**src/rtl/bcd_pkg.sv**
```systemverilog
// Shared BCD digit type, digit limits and the load clamp helper.
package bcd_pkg;

  typedef logic [3:0] bcd_digit_t;

  localparam bcd_digit_t BCD_MAX = 4'd9;
  localparam bcd_digit_t BCD_MIN = 4'd0;

  function automatic bcd_digit_t bcd_clamp(input bcd_digit_t value);
    return (value > BCD_MAX) ? BCD_MAX : value;
  endfunction

endpackage

```
**src/rtl/bcd_digit.sv**
```systemverilog
// One BCD digit: clear > load (clamped to 9) > step up/down with 9<->0 rollover.
// Registered value, one cycle latency; at_max/at_min are combinational from the register.
module bcd_digit
  import bcd_pkg::*;
(
  input  logic       clk,
  input  logic       reset_n,
  input  logic       step,
  input  logic       up,
  input  logic       clear,
  input  logic       load,
  input  bcd_digit_t load_digit,
  output bcd_digit_t digit,
  output logic       at_max,
  output logic       at_min
);

  bcd_digit_t digit_inc;
  bcd_digit_t digit_dec;

  assign at_max    = (digit == BCD_MAX);
  assign at_min    = (digit == BCD_MIN);
  assign digit_inc = at_max ? BCD_MIN : digit + 4'd1;
  assign digit_dec = at_min ? BCD_MAX : digit - 4'd1;

  always_ff @(posedge clk or negedge reset_n) begin
    if (!reset_n) begin
      digit <= BCD_MIN;
    end else if (clear) begin
      digit <= BCD_MIN;
    end else if (load) begin
      digit <= bcd_clamp(load_digit);
    end else if (step) begin
      digit <= up ? digit_inc : digit_dec;
    end
  end

endmodule

```
**src/rtl/bcd_updown_counter.sv**
```systemverilog
// DIGITS-digit BCD up/down counter with clear, clamped load and cascade tc; q/load_err one cycle, tc combinational.
// Build option BCD_COUNTER_SATURATE_EN holds at all-9s/all-0s instead of wrapping; tc is unaffected.
module bcd_updown_counter
  import bcd_pkg::*;
#(
  parameter int DIGITS = 4
) (
  input  logic                  clk,
  input  logic                  reset_n,
  input  logic                  enable,
  input  logic                  up,
  input  logic                  clear,
  input  logic                  load,
  input  logic [4*DIGITS-1:0]   load_value,
  output logic [4*DIGITS-1:0]   q,
  output logic                  tc,
  output logic                  load_err
);

  logic [DIGITS-1:0] at_max;
  logic [DIGITS-1:0] at_min;
  logic [DIGITS-1:0] step;
  logic [DIGITS:0]   max_chain;
  logic [DIGITS:0]   min_chain;
  logic              sat_hold;
  logic              load_bad;

  assign max_chain[0] = 1'b1;
  assign min_chain[0] = 1'b1;

`ifdef BCD_COUNTER_SATURATE_EN
  // Freeze every digit when the step would wrap the whole counter.
  assign sat_hold = up ? max_chain[DIGITS] : min_chain[DIGITS];
`else
  assign sat_hold = 1'b0;
`endif

  generate
    for (genvar i = 0; i < DIGITS; i++) begin : g_digit
      assign max_chain[i+1] = max_chain[i] & at_max[i];
      assign min_chain[i+1] = min_chain[i] & at_min[i];
      assign step[i] = enable & ~sat_hold & (up ? max_chain[i] : min_chain[i]);

      bcd_digit u_digit (
        .clk        (clk),
        .reset_n    (reset_n),
        .step       (step[i]),
        .up         (up),
        .clear      (clear),
        .load       (load),
        .load_digit (load_value[4*i +: 4]),
        .digit      (q[4*i +: 4]),
        .at_max     (at_max[i]),
        .at_min     (at_min[i])
      );
    end
  endgenerate

  assign tc = enable & (up ? max_chain[DIGITS] : min_chain[DIGITS]);

  always_comb begin
    load_bad = 1'b0;
    for (int i = 0; i < DIGITS; i++) begin
      if (load_value[4*i +: 4] > BCD_MAX) load_bad = 1'b1;
    end
  end

  always_ff @(posedge clk or negedge reset_n) begin
    if (!reset_n) begin
      load_err <= 1'b0;
    end else begin
      load_err <= ~clear & load & load_bad;
    end
  end

endmodule

```
**config.mk**
```make
export PLATFORM = sky130hd
export DESIGN_NAME = bcd_updown_counter
export DESIGN_NICKNAME = d
export VERILOG_FILES = /design/src/rtl/bcd_pkg.sv /design/src/rtl/bcd_digit.sv /design/src/rtl/bcd_updown_counter.sv
export SDC_FILE = /design/constraint.sdc
export NUM_CORES = 1
export LEC_CHECK = 0
export BUFFER_PORTS_ARGS = -buffer_cell sky130_fd_sc_hd__buf_2
export CAP_MARGIN = 20
export CORE_MARGIN = 1
export CORE_UTILIZATION = 49
export CTS_BUF_LIST = sky130_fd_sc_hd__clkbuf_16
export CTS_CLUSTER_DIAMETER = 150
export DETAILED_ROUTE_END_ITERATION = 12
export PLACE_DENSITY = 0.73
export SYNTH_ARGS = -nofsm -noshare
export SYNTH_HDL_FRONTEND = slang
export SYNTH_SLANG_ARGS = --single-unit
```
**constraint.sdc**
```tcl
create_clock -name clk -period 3.2 [get_ports clk]
set_input_delay 0.96 -clock clk [delete_from_list [all_inputs] [get_ports clk]]
set_output_delay 0.96 -clock clk [all_outputs]
set_load 0.02 [all_outputs]
```
== Word level (Yosys, flattened, before mapping) ==
Cells that the tools add are included.
Cells by class
  add/subtract/negate cells: 8
  order comparisons: 4
  equal/unequal tests: 4
  muxes and demuxes: 36
  bitwise operators: 13
  reduce and logical (&&, ||, !) cells: 8
Operators with widths (number)
  $mux W4: 28
  $add A4 B1 Y4 const B: 4
  $eq A4 B4 Y1 const B: 4
  $gt A4 B4 Y1 const B: 4
  $logic_not A4 Y1: 4
  $sub A4 B1 Y4 const B: 4
  $and A1 B1 Y1: 12
  $reduce_bool A3 Y1: 4
  $mux W1: 8
  $not A1 Y1: 1
Word-level totals
  register bits after elaboration: 17
  input port bits: 22
  logic and storage cells: 78

== Longest topological paths before layout ==
Gate-level depths: netlist (run 1).
  depth in word-level cells: 8
  mapped depth: 8
  depth with buffers taken out: 7

== Modules after synthesis ==
A second synthesis (run 1) with hierarchy kept.
Unflattened totals
  cell total of the unflattened synthesis: 254
  area, all modules: 2048.2 µm²
By module, submodules not included
  bcd_digit: instances 4, cells an instance 58, area an instance 473.0 µm², seq. area each 100.1 µm²
  bcd_updown_counter: instances 1, cells an instance 22, area an instance 156.4 µm², seq. area each 25.0 µm²

== Worst setup path after synthesis (run 1) ==
No wires, ideal clock.
  path type: input to output
  start point: in up
  end point: out tc
  arrival time: 2.377 ns
  data required time: 2.240 ns
  setup slack: -0.137 ns
  stages: 4
  buffers on the path: 0
  cells stage by stage: or4b_4 a2bb2o_4 nand4_1 nor3_1
On the way
  word-level cells in the longest chain between the ends: 2
Ends and longest elaborated chain
  start: declaration: line bcd_updown_counter.sv:11  | input logic up,
  $mux W1: line bcd_updown_counter.sv:59  | assign tc = enable & (up ? max_chain[DIGITS] : min_chain[DIGITS]);
  $and A1 B1 Y1: line bcd_updown_counter.sv:59
  end: declaration: line bcd_updown_counter.sv:16  | output logic tc,
No other way between the ends.

== Final worst setup path (run 1) ==
Same ends and word-level chain as after synthesis.

==> results of run 1 <==
==> worst paths after layout <==
check / startpoint / to / slack, ns
max: up / tc / 0.002
min: g_digit[2].u_digit.digit[1]$_DFFE_PN0P_ / g_digit[2].u_digit.digit[1]$_DFFE_PN0P_ / 0.59
max reg2reg: g_digit[1].u_digit.digit[0]$_DFFE_PN0P_ / g_digit[3].u_digit.digit[2]$_DFFE_PN0P_ / 0.92
min reg2reg: g_digit[2].u_digit.digit[1]$_DFFE_PN0P_ / g_digit[2].u_digit.digit[1]$_DFFE_PN0P_ / 0.59
min in group asynchronous: reset_n / g_digit[3].u_digit.digit[0]$_DFFE_PN0P_ / 0.65
max in group asynchronous: reset_n / g_digit[2].u_digit.digit[0]$_DFFE_PN0P_ / 2.25
==> routing by layer <==
metal | GRT usage (%) | share of wire [%]
met1 | 34.9 | 48
met2 | 40.9 | 46
met3 | 3.65 | 5.8
met4 | 7.85 | 0.50
met5 | 0 | 0
==> area by class of cell <==
| type | count | share of cell area (%) |
|---|---|---|
| clock inverter | 1 | 0.177 |
| multi-input combinational | 179 | 57.3 |
| inverter | 18 | 3.19 |
| timing repair buffer | 48 | 13.0 |
| tap | 46 | 2.72 |
| clock buffer | 3 | 3.54 |
| sequential | 17 | 20.1 |
==> cell usage in the layout, fill, tap and decap left out, types with 2 or more instances in the layout <==
| cell | n |
|---|---|
| a221oi_1 | 2 |
| a31oi_1 | 7 |
| xnor2_1 | 2 |
| dfrtp_1 | 17 |
| o22ai_1 | 3 |
| a22o_1 | 2 |
| o31ai_1 | 3 |
| o32a_2 | 2 |
| nor2_1 | 9 |
| a41oi_1 | 3 |
| a21oi_1 | 31 |
| nor3b_1 | 5 |
| nand2_1 | 12 |
| o211ai_1 | 4 |
| ha_1 | 13 |
| o21bai_1 | 2 |
| buf_6 | 2 |
| nor3_1 | 6 |
| clkbuf_16 | 3 |
| nand3_1 | 7 |
| nand2b_1 | 10 |
| nand3b_1 | 4 |
| buf_4 | 9 |
| inv_1 | 19 |
| nor2b_1 | 2 |
| a211oi_1 | 4 |
| o21ai_0 | 20 |
| buf_2 | 37 |
==> flip-flops by register name (all words and copies together), names as in the netlist <==
register               flops
g_digit.u_digit.digit     16
load_err                   1
==> critical path, stage by stage <==
cell and delay [ns]:
buf_6 0.09, or4b_4 0.52, a2bb2o_4 0.21, nand4_1 0.15, nor3_2 0.14, buf_4 0.16
==> power by group through the flow <==
stage	registers (mW)	logic (mW)	clock network [mW]
CTS	0.268	0.295	0.256
finish	0.268	0.296	0.253
floorplan	0.287	0.188	0
detailed placement	0.272	0.290	0
global placement	0.271	0.287	0
global route	0.274	0.329	0.268
==> through the flow <==
| stage | cell area, µm² | cells |
|---|---|---|
| floorplan | 1790 | 229 |
| global placement | 2020 | 307 |
| detailed placement | 2020 | 307 |
| CTS | 2120 | 312 |
| global route | 2120 | 312 |
| finish | 2120 | 312 |
==> cells by family after synthesis <==
| kind of cell | count (synthesis) | synth area share, % |
|---|---|---|
| compound gates | 93 | 33.5 |
| xor+xnor | 2 | 0.980 |
| fa+ha+maj | 14 | 9.80 |
| buf+inv | 33 | 8.68 |
| flops | 17 | 23.8 |
| mux | 1 | 0.560 |
| simple gates | 69 | 22.7 |
==> timing repair <==
item                                    in CTS  in global routing
resized for setup                            3                  1
endpoints found under the setup margin       1                  1
cloned                                       0                  0
pin swaps                                    3                  0
setup buffers                                1                  0
==> flow_summary.ini, run 1 <==
[placement]
dp_hpwl_um = 3340
port_buffers = 39
place_congestion = 0.871
pre_cts_ws_ns = -0.124

[critical_path]
worst_setup_path_start_kind = input pin
worst_ep_arrival_time_ns = 2.24
register_to_register_path_depth = 8
path_class = input pin to primary output
worst_ep_required_time_ns = 2.24
setup.worst_path.end_class = primary output
worst-path-max-fanout = 2

[die]
initial_utilization_pct = 52.3
core_area_um2 = 3420
die_width_um = 62.4
pin_count = 40
std_cell_rows = 21
die-area_um2 = 3890
dieHeight_um = 62.4

[synth]
yosysMostFrequentCell = a21oi_1
synth_top_flop_cell = dfrtp_1
synth.yosys.seq_area_share_pct = 23.8
synth_cell_type_count = 54
yosys-top-cells-count = 31 x a21oi_1, 20 x o21ai_0, 18 x inv_1, 17 x dfrtp_1, 14 x ha_1
yosys_warnings = 0
netlist_area_um2 = 1790
yosysTopAreaCellShare_pct = 23.8
mappedNetlistNets = 265
ys_seq_elements = 17
post_synth_main_area_contributors = dfrtp_1 24%, ha_1 9.8%, a21oi_1 8.7%
asyncSetResetFlopFracSynth_pct = 100
postSynthAreaPerCell_um2 = 7.81
netlist_instances = 229
synth.largest_area_cell = dfrtp_1
number_of_flops_mapped_to_enable_cells_by_yosys = 0

[grt]
maximum_number_of_pins_on_one_net_before_global_route_repair = 39
initial_antenna_violation_count = 0
first_global_vias = 1764
grt-ovfl-total = 0
grt_pass1_wl_um = 8000
global_route.usage.total_pct = 25.4

[routing]
drtIter0Drc = 115
routedWlPerCell_um = 14.8
ant_nets = 0
detailroute.via_count = 1841
drt_wl_total_um = 4620
dr.pass1.iters = 4
routed_via_density = 5.90
route.detailed.drc = 0

[finish]
final_util_pct = 62.1
nets = 303
antennaDiodeCount = 0
final_layout_size_suffix_gt1_share_pct = 23.7
multi_input_comb_area_um2 = 1210
reg_area_um2 = 425
final.fill_count = 343
area_growth_syn_to_layout_pct = 18.5

[power]
p_int_mw = 0.527
seq_power_share_pct = 32.8
p_comb_share_pct = 36.2
power.share.switching_pct = 35.5
vdd.ir_drop.worst_v = 0.000384
power.leakage_nw = 0.934
clock_power_share_pct = 30.9
power.total_mw = 0.817
power-per-cell-area_nw_per_um2 = 386
power_switching_mw = 0.290

[cts]
numClockSinks = 17
clk_pin_slew_ns = 0.05
clock_insertion_delay_worst_skew_ns = 0.25
clock-root-buffer = clkbuf_16
cts-htree-levels = 1
cts_buffer_depth = 2
tritoncts.num_buffers = 3
tritoncts = built
cts-hold-fix-buffers = 0

[sta]
relSlewSlack_pct = 62.0
post-route-period-util_pct = 99.9
achievable-frequency_mhz = 313
totalNegativeSetupSlack_ns = 0
grt_setup_unrepaired = yes
finalSetupViolCount = 0
hold_ws_ns = 0.587
minimum_clock_period_ns = 3.20
timing.final.max_slew_violations = 0
hold_viol_final = 0
final.setup.worst_slack_ns = 0.00224
worst_pin_slew_ns = 0.569
clock_skew_ns = 0.00265

[min_path]
type_of_the_worst_min_delay_path = register to register
worstHoldPathCells = 2

[run]
max-cap-violations = 0

[run_status]
run_status = complete, no violations
(Power assumes the default switching activity.)
==> run 2, diff against run 1 <==
--- a/config.mk
+++ b/config.mk
@@ -7,6 +7,7 @@
 export LEC_CHECK = 0
 export BUFFER_PORTS_ARGS = -buffer_cell sky130_fd_sc_hd__buf_2
 export CAP_MARGIN = 20
+export CORE_ASPECT_RATIO = 1.5
 export CORE_MARGIN = 1
 export CORE_UTILIZATION = 49
 export CTS_BUF_LIST = sky130_fd_sc_hd__clkbuf_16
==> constraint.sdc (replaced) <==
create_clock -name clk -period 3.6 [get_ports clk]
set_input_delay 1.08 -clock clk [delete_from_list [all_inputs] [get_ports clk]]
set_output_delay 1.08 -clock clk [all_outputs]
set_load 0.02 [all_outputs]
==> flow_summary.ini, run 2 (synthesis gave the netlist of run 1 again) <==
[power]
power.leakage_nw = 0.906
vdd.ir_drop.worst_v = 0.000265
power-per-cell-area_nw_per_um2 = 347
power.total_mw = 0.717

[finish]
layout_top_registers = g_digit.u_digit.digit (16), load_err (1)
registers.top_by_ff_count = g_digit.u_digit.digit
antennaDiodeCount = 0
final_layout_size_suffix_gt1_share_pct = 21.8
mostFrequentLayoutCells = 39 x buf_2, 31 x a21oi_1, 20 x o21ai_0, 19 x inv_1, 17 x dfrtp_1
layout_commonest_cell = buf_2
layout.cell_area.non_filler_um2 = 2070
nets = 298
area_growth_syn_to_layout_pct = 15.5
largest_reg_flops = 16

[sta]
worst_pin_slew_ns = 0.576
relSlewSlack_pct = 61.6
totalNegativeSetupSlack_ns = 0
finalSetupViolCount = 0
minimum_clock_period_ns = 3.54
hold_viol_final = 0
clock_skew_ns = 0.00254
timing.final.max_slew_violations = 0
post-route-period-util_pct = 98.4
achievable-frequency_mhz = 282

[cts]
tritoncts.num_buffers = 3
clock_insertion_delay_worst_skew_ns = 0.25
cts_buffer_depth = 2
tritoncts = built
numClockSinks = 17
cts-htree-levels = 1
clock-root-buffer = clkbuf_16
clk_pin_slew_ns = 0.05

[routing]
route.detailed.drc = 0
ant_nets = 0
detailroute.via_count = 1889
top_layer = met4
drt_wl_total_um = 4590
drtIter0Drc = 63
dr.pass1.iters = 4
routed_via_density = 6.23
met1Wirelength_um = 2050
routedWlPerCell_um = 15.2
met3WireLength_um = 171
wl_met2_um = 2300

[die]
initial_utilization_pct = 51.9
std_cell_rows = 26
die_width_um = 51.3
core_area_um2 = 3450
pin_count = 40
dieHeight_um = 76.0
die-area_um2 = 3900

[placement]
place_congestion = 0.850
placement.cell_area_um2 = 1980
dp_hpwl_um = 3390
port_buffers = 39

[critical_path]
worst-path-max-fanout = 3
timing.critical_path.cells = buf_2, or4b_4, a2bb2o_4, nand4_1, nor3_2, buf_2
cpPeakStageDelay_ns = 0.54
crit_path_top_delay_cell = or4b_4
worst_ep_arrival_time_ns = 2.46
cp_common_cell = buf_2
setup.worst_path.end_class = primary output
worst_setup_path_start_kind = input pin
path_class = input pin to primary output
worst_ep_required_time_ns = 2.52

[grt]
maximum_number_of_pins_on_one_net_before_global_route_repair = 39
first_global_vias = 1787
grt_pass1_wl_um = 7920
grt-ovfl-total = 0
initial_antenna_violation_count = 0
global_route.usage.total_pct = 25.4

[run]
max-cap-violations = 0

[min_path]
type_of_the_worst_min_delay_path = register to register

[run_status]
run_status = complete, no violations
run 2: metrics by stage:
stage	hold slack, ns	std cells	setup slack, ns	util, %
2_1_floorplan	0.665	229	0.0229	-
5_1_grt	0.669	303	-0.00104	59.9
4_1_cts	0.597	303	0.0535	59.7
3_5_place_dp	0.584	299	0.0539	57.4
6_report	0.587	303	0.0559	59.9
3_3_place_gp	0.580	299	0.0769	57.4
run 2: final timing paths:
kind	end	slack [ns]	start	cells after the start
worst max-delay path	tc	0.06	up	6
worst min-delay path	g_digit[2].u_digit.digit[1]$_DFFE_PN0P_	0.59	g_digit[2].u_digit.digit[1]$_DFFE_PN0P_	2
worst max register to register	g_digit[3].u_digit.digit[3]$_DFFE_PN0P_	1.28	g_digit[0].u_digit.digit[0]$_DFFE_PN0P_	8
worst min register to register	g_digit[2].u_digit.digit[1]$_DFFE_PN0P_	0.59	g_digit[2].u_digit.digit[1]$_DFFE_PN0P_	2
max in group asynchronous	g_digit[3].u_digit.digit[3]$_DFFE_PN0P_	2.54	reset_n	1
min in group asynchronous	g_digit[1].u_digit.digit[1]$_DFFE_PN0P_	0.76	reset_n	1
run 2: timing repair:
| action | CTS | global route |
|---|---|---|
| hold endpoints to repair | 0 | 0 |
| setup buffers | 0 | 0 |
| hold buffers | 0 | 0 |
| endpoints found under the setup margin | 0 | 1 |
| gates resized for setup | 0 | 2 |
run 2: power breakdown:
group | internal (mW) | switching (mW) | total (mW) | leakage (nW)
Sequential | 0.209 | 0.0361 | 0.245 | 0.220
Clock | 0.148 | 0.0744 | 0.222 | 0.0423
Combinational | 0.105 | 0.145 | 0.250 | 0.643
run 2: cell type report:
class,instances,area (µm²)
clock buffer,3,75.1
fill,346,1380
clock inverter,1,3.75
tap,42,52.6
sequential,17,425
timing repair buffer,43,229
inverter,18,67.6
multi-input combinational,179,1210
run 2: worst max-delay path, delay by kind of cell:
| family | cells | cell delay, ns |
|---|---|---|
| simple gates | 3 | 0.85 |
| buf+inv | 2 | 0.29 |
| compound gates | 1 | 0.24 |
run 2: metal layers:
layer	GRT usage (%)	vias up
li1	-	919
met1	34.1	906
met2	41.7	56
met3	2.20	8
met4	9.19	0
met5	0	-
